**src/rtl/iir_ctrl_pkg.sv**
```systemverilog
// Shared types for the notch IIR chain configuration controller:
// FSM states, the bypass pair and its comparison helper.
package iir_ctrl_pkg;

    typedef enum logic [1:0] {
        IDLE   = 2'd0,
        DRAIN  = 2'd1,
        APPLY  = 2'd2,
        SETTLE = 2'd3
    } ctrl_state_t;

    typedef struct packed {
        logic bp_1mhz;
        logic bp_2_4mhz;
    } bypass_cfg_t;

    // Both notches in circuit.
    localparam bypass_cfg_t CFG_ACTIVE = '0;

    function automatic logic cfg_equal(input bypass_cfg_t a, input bypass_cfg_t b);
        return a == b;
    endfunction

endpackage

```
**src/rtl/sat_counter.sv**
```systemverilog
// Saturating counter with synchronous clear (clr beats inc/dec).
// With UPDOWN=1, simultaneous inc and dec leave the count unchanged.
module sat_counter #(
    parameter int W      = 16,
    parameter bit UPDOWN = 1'b0
) (
    input  logic         clk,
    input  logic         rst,
    input  logic         clr,
    input  logic         inc,
    input  logic         dec,
    output logic [W-1:0] cnt
);

    logic up;
    logic down;

    assign up   = inc && !(UPDOWN && dec);
    assign down = UPDOWN && dec && !inc;

    always_ff @(posedge clk) begin
        if (rst || clr)
            cnt <= '0;
        else if (up && cnt != '1)
            cnt <= cnt + W'(1);
        else if (down && cnt != '0)
            cnt <= cnt - W'(1);
    end

endmodule

```
**src/rtl/iir_chain_ctrl.sv**
```systemverilog
// Runtime bypass controller for the 2.4 MHz / 1 MHz notch chain: drain, apply, settle.
// Optional autonomous bypass on error threshold under IIR_CTRL_AUTO_BYPASS_EN.
module iir_chain_ctrl
    import iir_ctrl_pkg::*;
#(
    parameter int CNT_W          = 6,
    parameter int SETTLE_SAMPLES = 8,
    parameter int DRAIN_TIMEOUT  = 64,
    parameter int STAT_WIDTH     = 16
`ifdef IIR_CTRL_AUTO_BYPASS_EN
    ,
    parameter int AUTO_THRESH    = 255
`endif
) (
    input  logic                  clk,
    input  logic                  rst,
    input  logic                  valid_in,
    output logic                  chain_valid_in,
    input  logic                  chain_valid_out,
    output logic                  valid_out,
    input  logic                  cfg_req,
    input  logic                  cfg_bypass_1MHz,
    input  logic                  cfg_bypass_2_4MHz,
    output logic                  cfg_ack,
    output logic                  cfg_reject,
    output logic                  busy,
    output logic                  bypass_1MHz,
    output logic                  bypass_2_4MHz,
    input  logic                  overflow_1MHz,
    input  logic                  underflow_1MHz,
    input  logic                  overflow_2_4MHz,
    input  logic                  underflow_2_4MHz,
    input  logic                  stat_clr,
    output logic [STAT_WIDTH-1:0] err_cnt_1MHz,
    output logic [STAT_WIDTH-1:0] err_cnt_2_4MHz,
    output logic [STAT_WIDTH-1:0] drop_cnt,
    output logic                  drain_timeout
`ifdef IIR_CTRL_AUTO_BYPASS_EN
    ,
    output logic                  auto_bypass_evt
`endif
);

    localparam int SET_W = (SETTLE_SAMPLES > 0) ? $clog2(SETTLE_SAMPLES + 1) : 1;
    localparam int TMO_W = (DRAIN_TIMEOUT > 1) ? $clog2(DRAIN_TIMEOUT) : 1;

    ctrl_state_t       state;
    bypass_cfg_t       cur_cfg;
    bypass_cfg_t       pend_cfg;
    bypass_cfg_t       req_cfg;
    bypass_cfg_t       start_cfg;
    logic [SET_W-1:0]  settle_cnt;
    logic [TMO_W-1:0]  tmo_cnt;
    logic [CNT_W-1:0]  inflight;
    logic              gate_open;
    logic              drain_force;
    logic              auto_go;

    assign gate_open      = (state == IDLE) || (state == SETTLE);
    assign chain_valid_in = valid_in && gate_open;
    assign valid_out      = chain_valid_out && (state != SETTLE);
    assign busy           = (state != IDLE);
    assign bypass_1MHz    = cur_cfg.bp_1mhz;
    assign bypass_2_4MHz  = cur_cfg.bp_2_4mhz;

    assign req_cfg.bp_1mhz   = cfg_bypass_1MHz;
    assign req_cfg.bp_2_4mhz = cfg_bypass_2_4MHz;

    // A stuck chain must not hold the configuration hostage forever.
    assign drain_force = (state == DRAIN) && (inflight != '0) &&
                         (tmo_cnt == TMO_W'(DRAIN_TIMEOUT - 1));

`ifdef IIR_CTRL_AUTO_BYPASS_EN
    bypass_cfg_t auto_cfg;

    always_comb begin
        auto_cfg = cur_cfg;
        if (err_cnt_1MHz >= STAT_WIDTH'(AUTO_THRESH))
            auto_cfg.bp_1mhz = 1'b1;
        if (err_cnt_2_4MHz >= STAT_WIDTH'(AUTO_THRESH))
            auto_cfg.bp_2_4mhz = 1'b1;
    end

    // Only fires when it would actually change something, so it cannot loop on acks.
    assign auto_go   = (state == IDLE) && !cfg_req && !cfg_equal(auto_cfg, cur_cfg);
    assign start_cfg = cfg_req ? req_cfg : auto_cfg;

    always_ff @(posedge clk) begin
        if (rst)
            auto_bypass_evt <= 1'b0;
        else
            auto_bypass_evt <= auto_go;
    end
`else
    assign auto_go   = 1'b0;
    assign start_cfg = req_cfg;
`endif

    sat_counter #(.W(STAT_WIDTH)) u_err_1mhz (
        .clk(clk), .rst(rst), .clr(stat_clr),
        .inc(overflow_1MHz || underflow_1MHz), .dec(1'b0), .cnt(err_cnt_1MHz)
    );

    sat_counter #(.W(STAT_WIDTH)) u_err_2_4mhz (
        .clk(clk), .rst(rst), .clr(stat_clr),
        .inc(overflow_2_4MHz || underflow_2_4MHz), .dec(1'b0), .cnt(err_cnt_2_4MHz)
    );

    sat_counter #(.W(STAT_WIDTH)) u_drop (
        .clk(clk), .rst(rst), .clr(stat_clr),
        .inc(valid_in && !gate_open), .dec(1'b0), .cnt(drop_cnt)
    );

    sat_counter #(.W(CNT_W), .UPDOWN(1'b1)) u_inflight (
        .clk(clk), .rst(rst), .clr(drain_force),
        .inc(chain_valid_in), .dec(chain_valid_out), .cnt(inflight)
    );

    always_ff @(posedge clk) begin
        if (rst) begin
            state         <= IDLE;
            cur_cfg       <= CFG_ACTIVE;
            pend_cfg      <= CFG_ACTIVE;
            settle_cnt    <= '0;
            tmo_cnt       <= '0;
            cfg_ack       <= 1'b0;
            cfg_reject    <= 1'b0;
            drain_timeout <= 1'b0;
        end else begin
            cfg_ack    <= 1'b0;
            cfg_reject <= cfg_req && (state != IDLE);

            if (stat_clr)
                drain_timeout <= 1'b0;
            else if (drain_force)
                drain_timeout <= 1'b1;

            case (state)
                IDLE: begin
                    if (cfg_req || auto_go) begin
                        pend_cfg <= start_cfg;
                        if (cfg_equal(start_cfg, cur_cfg)) begin
                            cfg_ack <= 1'b1;
                        end else begin
                            state   <= DRAIN;
                            tmo_cnt <= '0;
                        end
                    end
                end
                DRAIN: begin
                    if (inflight == '0 || drain_force)
                        state <= APPLY;
                    else
                        tmo_cnt <= tmo_cnt + TMO_W'(1);
                end
                APPLY: begin
                    cur_cfg    <= pend_cfg;
                    settle_cnt <= SET_W'(SETTLE_SAMPLES);
                    if (SETTLE_SAMPLES == 0) begin
                        state   <= IDLE;
                        cfg_ack <= 1'b1;
                    end else begin
                        state <= SETTLE;
                    end
                end
                SETTLE: begin
                    if (chain_valid_out) begin
                        settle_cnt <= settle_cnt - SET_W'(1);
                        if (settle_cnt == SET_W'(1)) begin
                            state   <= IDLE;
                            cfg_ack <= 1'b1;
                        end
                    end
                end
                default: state <= IDLE;
            endcase
        end
    end

endmodule

```
**config.mk**
```make
export PLATFORM = sky130hd
export DESIGN_NAME = iir_chain_ctrl
export DESIGN_NICKNAME = d
export VERILOG_FILES = /design/src/rtl/iir_ctrl_pkg.sv /design/src/rtl/sat_counter.sv /design/src/rtl/iir_chain_ctrl.sv
export SDC_FILE = /design/constraint.sdc
export NUM_CORES = 1
export LEC_CHECK = 0
export ABC_AREA = 1
export CORE_ASPECT_RATIO = 0.9
export CORE_MARGIN = 2
export CORE_UTILIZATION = 45
export CTS_BUF_LIST = sky130_fd_sc_hd__clkbuf_2
export DETAILED_ROUTE_END_ITERATION = 10
export DONT_BUFFER_PORTS = 1
export GPL_TIMING_DRIVEN = 0
export HOLD_SLACK_MARGIN = 0.15
export RECOVER_POWER = 100
export SETUP_SLACK_MARGIN = 0.02
export SYNTH_ARGS = -nofsm -noshare
export SYNTH_HDL_FRONTEND = slang
export SYNTH_SLANG_ARGS = --single-unit
```
**constraint.sdc**
```tcl
create_clock -name clk -period 3.4 [get_ports clk]
set_clock_uncertainty 0.2 [all_clocks]
set_input_delay 0.17 -clock clk [delete_from_list [all_inputs] [get_ports clk]]
set_output_delay 0.17 -clock clk [all_outputs]
set_load 0.01 [all_outputs]
```
==> results of run 1 <==
## worst paths after layout
| path | start | end | slack (ns) | depth (start not counted) |
|---|---|---|---|---|
| worst min register to register | pend_cfg[0] | pend_cfg[0] | 0.30 | 2 |
| worst min-delay path | pend_cfg[0] | pend_cfg[0] | 0.30 | 2 |
| worst max-delay path | u_err_2_4mhz.cnt[0] | u_err_2_4mhz.cnt[12] | 0.25 | 10 |
| worst max register to register | u_err_2_4mhz.cnt[0] | u_err_2_4mhz.cnt[12] | 0.25 | 10 |
## power by group
group | total [mW] | internal, mW | switching [mW]
logic | 0.786 | 0.285 | 0.501
clock network | 0.643 | 0.311 | 0.333
registers | 1.04 | 0.940 | 0.103
## metrics by stage
step                      power, mW  hold WS [ns]
after CTS                     2.501        0.2280
after global placement        1.802        0.1334
final                         2.473        0.3029
after floorplan               1.646        0.1030
after global routing          2.673        0.3180
after detailed placement      1.823        0.1372
## cell families (layout without fill, tap and decap cells)
| family | count (synthesis) | in the layout | share of synthesized area |
|---|---|---|---|
| AND/OR/NAND/NOR | 435 | 435 | 0.4219 |
| buffers and inverters | 77 | 112 | 0.07027 |
| adder cells (fa/ha/maj) | 15 | 15 | 0.04350 |
| XOR/XNOR | 22 | 22 | 0.04294 |
| flip-flops | 73 | 73 | 0.3257 |
| AO/OA/AOI/OAI | 75 | 75 | 0.09565 |
## layout make-up
type                       instances  area (sq um)  share of cell area
inverter                          66         247.7             0.05001
tap                              126         157.7             0.03183
clock buffer                       9         45.04            0.009093
multi-input combinational        547          2679              0.5408
timing repair buffer              19         190.2             0.03839
sequential                        73          1461              0.2950
buffer                            11         63.81             0.01288
clock inverter                     7         108.9             0.02198
## registers in the layout (all words and copies together), names as in the netlist
name / count
cfg_ack: 1
drain_timeout: 1
settle_cnt: 4
u_err_1mhz.cnt: 16
u_drop.cnt: 16
cfg_reject: 1
state: 2
u_inflight.cnt: 6
bypass_2_4MHz: 1
tmo_cnt: 6
bypass_1MHz: 1
u_err_2_4mhz.cnt: 16
pend_cfg: 2
## critical path: stages, from the launching register on
cell,delay [ns]
dfxtp_1,0.55
ha_1,0.30
nand2_1,0.10
nor2_1,0.34
and2_0,0.21
nand3_1,0.07
nand2_1,0.07
nand2_1,0.05
dlygate4sd3_1,0.57
nor2_1,0.10
dlygate4sd3_1,0.54
## timing repair
| action | in CTS | in global routing |
|---|---|---|
| hold endpoints to repair | 71 | 0 |
| endpoints found under the setup margin | 0 | 0 |
| gates resized for setup | 0 | 0 |
| hold buffers | 19 | 0 |
## layer usage
layer,track usage,vias up,wire (microns)
met4,0.05745,0,211
met5,0,-,0
met3,0.07937,16,696
met1,0.2842,1991,5315
li1,-,2303,-
met2,0.3521,98,4984
## cell usage in the layout (no fill, tap or decap), types with 14 or more instances in the layout
cell type / Yosys / layout
o21ai_0: 16 / 17
nand4_1: 20 / 20
nand2_1: 232 / 233
nand3_1: 48 / 48
dfxtp_1: 73 / 73
dlygate4sd3_1: 0 / 19
a21oi_1: 44 / 45
inv_1: 64 / 64
nor2_1: 104 / 108
xor2_1: 18 / 18
ha_1: 14 / 14
==> run summary, run 1 <==
Slew of the pin with the lowest slew margin: 0.8310 ns
PnR worst setup slack: 0.2513 ns
Largest net degree at the start of global routing: 13
TritonRoute pass-1 iters: 4
Cell taking the most area after synthesis: dfxtp_1
Clock Path Buffers: 2
Yosys warns: 0
P_leak: 1.932 nW
Row Count: 34
Crit start category: flip-flop
Number of fillers in the final layout: 1006
Placed Cells: 823
Die Area: 0.01079 sq mm
F_max: 317.6 MHz
Sink Count: 73
Final non-filler cell total: 858
Via density: 5.138
Status: completed
Pwr dens: 499.3 mW/mm^2
Initial antenna violation count: 0
Share of cells above drive strength 1: 0.05874
CTS Buf Count: 9
Maximum resistive drop on vdd: 0.2892 mV
Final net count: 754
Max Cap Violations: 0
Setup Crit Path Kind: reg2reg
Unrepaired setup endpoints after global routing: false
Worst EP required: 3.69 ns
Pre-CTS WS: 0.6562 ns
Final setup vio count: 0
Worst Setup End Kind: flip-flop
GR Overflow Total: 0
Synth top area share: 0.3257
Count leader, synth: nand2_1
DR WL/cell: 13.06 microns
Max_slew headroom: 0.4402
Slew Limit Fails: 0
CTS H-tree lvls: 3
Synthesis-stage register bit count: 73
Synth top area cells: dfxtp_1, nand2_1, nor2_1
Drt total wl: 11.21 mm
Tot GR Track Use: 0.2210
Design Area, Final: 0.004954 sq mm
Final setup TNS: 0 ns
Crit share post-route: 0.9261
Core box area: 0.009699 sq mm
Initial core utilization: 0.4626
Die H: 98.73 microns
Hpwl dp: 8.218 mm
Synth cell count leaders: nand2_1, nor2_1, dfxtp_1
Post-synth ARST share: 0
Setup repair bufs after CTS: 0
Seq/Total Area, Yosys: 0.3257
CTS root buffer: clkbuf_2
Vias in the first global route: 4140
Placer Congestion: 0.8237
CP max FO: 7
First-pass GRT wire length: 19.15 mm
Tightest Hold Check Type: reg2reg
Fin util: 0.5107
Post-Synthesis Net Count: 724
Crit path DAT: 3.44 ns
Total I/O pin count: 68
Drt drc: 0
Avg Inst Size Synth: 6.437 sq um
Clock transition at path regs: 0.22 ns
N_diodes: 0
CTS tree: done
Netlist cell types: 34
Post-synth EDFFs: 0
Worst-Skew Late Latency: 0.54 ns
PortBufs: 0
Synthesized area: 0.004487 sq mm
DR vias: 4408
Synth-to-Final Area Change: 10.40%
Dpl cell area: 0.004644 sq mm
Die width: 109.3 microns
Synth Flop Type: dfxtp_1
Final hold vios: 0
Routed Antenna Nets: 0
Syn Inst Count: 697
Final min period: 3.149 ns
DR iter-0 viols: 235
(Power assumes the default switching activity.)
==> run 2: changes to the inputs <==
- SETUP_SLACK_MARGIN: 0.02 -> 0.3
==> run 2 against run 1 <==
Against the previous run: sequential cell count did not move; die area unchanged; critical endpoint is now u_inflight.cnt[5]; largest power group unchanged; first-iteration DRC count up 1.3%; cell area fell by 0.13%; critical path depth rose by 2; register-to-register slack improved by 0.41 ns; wire length is essentially flat; sequential share of layout area is essentially flat.
==> run summary, run 2 (same netlist as run 1, synthesis figures left out) <==
GR Overflow Total: 0 (unchanged)
Top flop regs: u_drop.cnt: 16 flops, u_err_1mhz.cnt: 16 flops, u_err_2_4mhz.cnt: 16 flops
Worst hold path depth: 2 (unchanged)
Commonest cells after routing, fill and taps aside: nand2_1, nor2_1, dfxtp_1
Flop-to-flop setup slack: 0.67 ns (+0.41 ns)
Slew Limit Fails: 0 (unchanged)
Number of fillers in the final layout: 1007 (+0.099%)
Max_slew headroom: 0.5705 (+0.1303)
Hold slack: 0.3028 ns (-0.00004100 ns)
Final setup TNS: 0 ns (unchanged)
CP max FO: 7 (unchanged)
Synth-to-Final Area Change: 10.26%
Worst Hold End: pend_cfg[0]
Row Count: 34 (unchanged)
Clock transition at path regs: 0.20 ns (-0.02 ns)
Die H: 98.73 microns (unchanged)
TritonRoute pass-1 iters: 4 (unchanged)
Worst-Skew Late Latency: 0.54 ns (about the same)
Core box area: 0.009699 sq mm (unchanged)
Tot Pwr: 2.475 mW (about the same)
Sink Count: 73 (unchanged)
Drt drc: 0 (unchanged)
Drt total wl: 11.22 mm (about the same)
Share of cells above drive strength 1: 0.06019 (+0.001448)
Slew of the pin with the lowest slew margin: 0.6443 ns (-0.1867 ns)
Hold path startpoint: pend_cfg[0]
Crit path DAT: 2.99 ns (-0.45 ns)
Tot GR Track Use: 0.2208 (-0.0002746)
Tightest Hold Check Type: reg2reg
Reg2Reg Depth: 12 (+2)
DR WL/cell: 13.09 microns (+0.20%)
Maximum resistive drop on vdd: 0.2903 mV (+0.39%)
First-pass GRT wire length: 19.12 mm (-0.15%)
Die Area: 0.01079 sq mm (unchanged)
Unrepaired setup endpoints after global routing: false
Via density: 5.154 (+0.32%)
Initial antenna violation count: 0 (unchanged)
Final setup vio count: 0 (unchanged)
PortBufs: 0 (unchanged)
P_leak: 1.926 nW (-0.33%)
Hpwl dp: 8.218 mm (unchanged)
Clock group share of total power: 0.260 (about the same)
Setup repair bufs after CTS: 0 (unchanged)
Fin util: 0.5101 (-0.0006450)
Int Pwr: 1.537 mW (about the same)
Placed Cells: 823 (unchanged)
Setup Crit Path Kind: reg2reg
Vias in the first global route: 4128 (-0.29%)
Worst EP required: 3.65 ns (-0.04 ns)
DR iter-0 viols: 238 (+1.3%)
Max Cap Violations: 0 (unchanged)
Initial core utilization: 0.4626 (unchanged)
P_sw: 0.9380 mW (+0.11%)
Gate power share: 0.319 (about the same)
CTS tree: done
Clock Path Buffers: 2 (unchanged)
Routed Antenna Nets: 0 (unchanged)
Most common cell after layout, fill and taps aside: nand2_1
Final net count: 753 (-0.13%)
CTS H-tree lvls: 3 (unchanged)
N_diodes: 0 (unchanged)
Final non-filler cell total: 857 (-0.12%)
Final hold vios: 0 (unchanged)
Final min period: 2.735 ns (-0.4139 ns)
F_max: 365.7 MHz (+15%)
Sw Ratio: 0.3790 (about the same)
Pwr dens: 500.3 mW/mm^2 (+0.20%)
DR vias: 4417 (+0.20%)
Worst r2r src: state[0]
Placer Congestion: 0.8237 (unchanged)
Worst Setup End Kind: flip-flop
Status: completed
CTS Buf Count: 9 (unchanged)
Largest net degree at the start of global routing: 13 (unchanged)
Sequential Power Share: 0.422 (about the same)
Crit start category: flip-flop
Die width: 109.3 microns (unchanged)
Worst reg2reg endpoint: u_inflight.cnt[5]
Crit share post-route: 0.8043 (-0.1217)
CTS root buffer: clkbuf_2
Total I/O pin count: 68 (unchanged)
==> run 2: cell types whose count changed in the layout (fill, tap and decap cells not counted), sizes merged <==
cell	delta
dlygate4sd3	-1
==> run 2: power groups by stage <==
stage	combinational [mW]	sequential, mW	clock [mW]
2_1_floorplan	0.613	1.03	0
3_3_place_gp	0.743	1.06	0
3_5_place_dp	0.761	1.06	0
4_1_cts	0.788	1.04	0.669
5_1_grt	0.918	1.06	0.697
6_report	0.788	1.04	0.643
==> run 2: cell type report <==
cell class	instances	area [sq um]	share of cell area
Clock inverter	7	108.9	0.02200
Sequential cell	73	1461	0.2954
Multi-Input combinational cell	547	2683	0.5422
Tap cell	126	157.7	0.03187
Inverter	66	247.7	0.05008
Timing Repair Buffer	18	180.2	0.03642
Buffer	11	63.81	0.01290
Clock buffer	9	45.04	0.009105
==> run 2: how the worst max path moves through the flow <==
stage | start | endpoint | slack, ns | cells past startpoint
floorplan | state[0] | u_inflight.cnt[5] | 1.06 | 12
global placement | state[0] | u_inflight.cnt[5] | 0.66 | 12
detailed placement | state[0] | u_inflight.cnt[5] | 0.66 | 12
CTS | state[0] | u_inflight.cnt[5] | 0.62 | 12
global route | state[0] | u_inflight.cnt[5] | 0.41 | 12
finish | state[0] | u_inflight.cnt[5] | 0.67 | 12
==> run 2: layer usage <==
layer / track usage / vias up / part of all wire
li1: - / 2300 / -
met1: 0.2842 / 1995 / 0.47
met2: 0.3512 / 105 / 0.45
met3: 0.07937 / 17 / 0.065
met4: 0.05745 / 0 / 0.019
met5: 0 / - / 0
==> run 2: stage by stage <==
stage / cell area, sq um / setup slack (ns)
finish: 4947 / 0.6652
global placement: 4644 / 0.6615
CTS: 4979 / 0.6206
detailed placement: 4644 / 0.6562
floorplan: 4487 / 1.056
global route: 4947 / 0.4142
==> run 2: worst max-delay path: stages (launching register included) <==
cell	delay, ns
dfxtp_1	0.43
inv_1	0.08
ha_1	0.35
nor3_1	0.38
o21ai_2	0.21
ha_1	0.40
nand2_1	0.09
nor2_1	0.09
nand2_1	0.07
nand3_1	0.08
nand2_1	0.07
a21oi_1	0.16
nor2_1	0.06
==> run 2: timing repair <==
| item | 4_1_cts | 5_1_grt |
|---|---|---|
| hold buffers | 18 | 0 |
| gates resized for setup | 0 | 1 |
| setup endpoints to repair | 0 | 1 |
| hold endpoints to repair | 71 | 0 |
==> run 3: changes to the inputs <==
- clock period: 3.4 -> 2.82 ns (I/O delays scaled with it)
==> run 3 against run 2 <==
Against the previous run: sequential share of layout area fell by 0.21 points; hold slack worse by 0.017 ns; first-iteration DRC count is 15% lower; cell area is 0.81% higher; final cell count unchanged; clock power up 21%; wire length about the same; sequential power rose by 22%; count of clock-buffer cells in the layout is the same; largest power group unchanged.
==> run summary, run 3 (same netlist as run 1, synthesis figures left out) <==
Critical Path Source: u_err_1mhz.cnt[0]
P_leak: 1.917 nW (-0.43%)
Crit path DAT: 2.72 ns (-0.27 ns)
F_max: 407.9 MHz (+12%)
Clock Path Buffers: 2 (unchanged)
Drt total wl: 11.22 mm (about the same)
Most Crowded Layer GR: met2
Design Area, Final: 0.004987 sq mm (+0.81%)
Status: completed
Crit share post-route: 0.8694 (+0.06503)
Die H: 98.73 microns (unchanged)
Setup Crit Path Kind: reg2reg
Vias in the first global route: 4126 (-0.048%)
Worst-Skew Late Latency: 0.54 ns (about the same)
PortBufs: 0 (unchanged)
Initial core utilization: 0.4626 (unchanged)
Tot Pwr: 3.046 mW (+23%)
GRT met2 Usage: 0.3516 (+0.0004778)
Core box area: 0.009699 sq mm (unchanged)
Met1 Resource Use GR: 0.2842 (unchanged)
Pwr dens: 610.7 mW/mm^2 (+22%)
Max_slew headroom: 0.4234 (-0.1471)
Slew of the pin with the lowest slew margin: 0.8617 ns (+0.2175 ns)
First-pass GRT wire length: 19.11 mm (about the same)
TritonRoute pass-1 iters: 5 (+1)
Pre-CTS WS: 0.07618 ns (-0.5800 ns)
N_diodes: 0 (unchanged)
Total I/O pin count: 68 (unchanged)
Row Count: 34 (unchanged)
Unrepaired setup endpoints after global routing: true
DR WL/cell: 13.09 microns (about the same)
Die width: 109.3 microns (unchanged)
Tightest Hold Check Type: in2reg
Dpl cell area: 0.004644 sq mm (unchanged)
Drt drc: 0 (unchanged)
CTS tree: done
Die Area: 0.01079 sq mm (unchanged)
Final min period: 2.452 ns (-0.2831 ns)
Hold path startpoint: underflow_2_4MHz
Max Cap Violations: 0 (unchanged)
PnR worst setup slack: 0.3684 ns (-0.2969 ns)
DR vias: 4416 (-0.023%)
Final net count: 753 (unchanged)
Worst Setup End Kind: flip-flop
Slew Limit Fails: 0 (unchanged)
Final hold vios: 0 (unchanged)
Worst r2r src: u_err_1mhz.cnt[0]
GR Overflow Total: 0 (unchanged)
Worst EP required: 3.09 ns (-0.56 ns)
Maximum resistive drop on vdd: 0.3544 mV (+22%)
Fin util: 0.5142 (+0.004128)
Crit start category: flip-flop
Initial antenna violation count: 0 (unchanged)
Share of cells above drive strength 1: 0.06703 (+0.006840)
Largest net degree at the start of global routing: 13 (unchanged)
DR iter-0 viols: 203 (-15%)
Hold slack: 0.2863 ns (-0.01653 ns)
Top flop regs: u_drop.cnt: 16 flops, u_err_1mhz.cnt: 16 flops, u_err_2_4mhz.cnt: 16 flops
CP max FO: 10 (+3)
Final non-filler cell total: 857 (unchanged)
CTS Buf Count: 9 (unchanged)
Tot GR Track Use: 0.2209 (about the same)
Placer Congestion: 0.8237 (unchanged)
Commonest cells after routing, fill and taps aside: nand2_1, nor2_1, dfxtp_1
GRT met3 Usage: 0.07937 (unchanged)
Routed Antenna Nets: 0 (unchanged)
Clock transition at path regs: 0.21 ns (about the same)
Final setup vio count: 0 (unchanged)
Synth-to-Final Area Change: 11.15%
Hpwl dp: 8.218 mm (unchanged)
Flop-to-flop setup slack: 0.37 ns (-0.30 ns)
Most common cell after layout, fill and taps aside: nand2_1
Via density: 5.153 (about the same)
Sink Count: 73 (unchanged)
CTS H-tree lvls: 3 (unchanged)
Placed Cells: 823 (unchanged)
CTS root buffer: clkbuf_2
Final setup TNS: 0 ns (unchanged)
-- run 3: changes by cell type in the layout (fill, tap and decap cells not counted) --
cell / change
nor3_1: -1
dfxtp_1: -1
ha_4: +3
and2_0: -1
nor3_4: +1
nand4_1: +1
ha_1: -3
dfxtp_2: +1
o21ai_2: -1
buf_4: +1
and2_1: +1
dlygate4sd3_1: -1
nand4_4: -1
o21ai_4: +1
-- run 3: worst max-delay path, cell delays in order (launching register included) --
cell and delay [ns]:
dfxtp_1 0.53, ha_1 0.30, nand2_1 0.10, nor2_1 0.26, nand4_1 0.31, nand2_1 0.30
buf_6 0.19, nand2_1 0.05, a21oi_1 0.15
-- run 3: routing by layer --
metal / up-vias / share of wire
li1: 2298 / -
met1: 2016 / 0.47
met2: 89 / 0.45
met3: 13 / 0.066
met4: 0 / 0.016
met5: - / 0
-- run 3: final timing paths --
kind	cells after the start	end
worst min register to register	2	pend_cfg[0]
worst max-delay path	8	u_err_1mhz.cnt[10]
worst max register to register	8	u_err_1mhz.cnt[10]
worst min-delay path	6	u_err_2_4mhz.cnt[12]
-- run 3: repair_timing --
| action | 4_1_cts | 5_1_grt |
|---|---|---|
| cloned | 0 | 0 |
| hold endpoints to repair | 72 | 0 |
| resized for setup | 4 | 5 |
| pin swaps | 1 | 1 |
| endpoints found under the setup margin | 4 | 32 |
| buffers inserted | 0 | 1 |
| hold buffers | 18 | 0 |
-- run 3: report_power, final --
group	internal [mW]	switching, mW
clock network	0.375	0.400
registers	1.13	0.134
logic	0.382	0.620
-- run 3: final cells by class --
type / instances / area (sq um)
clock inverters: 7 / 108.9
clock buffers: 9 / 45.04
repair buffers: 18 / 177.7
multi-input cells: 547 / 2724
well taps: 126 / 157.7
inverters: 66 / 247.7
fillers: 1001 / 4712
plain buffers: 11 / 63.81
flip-flops and latches: 73 / 1463
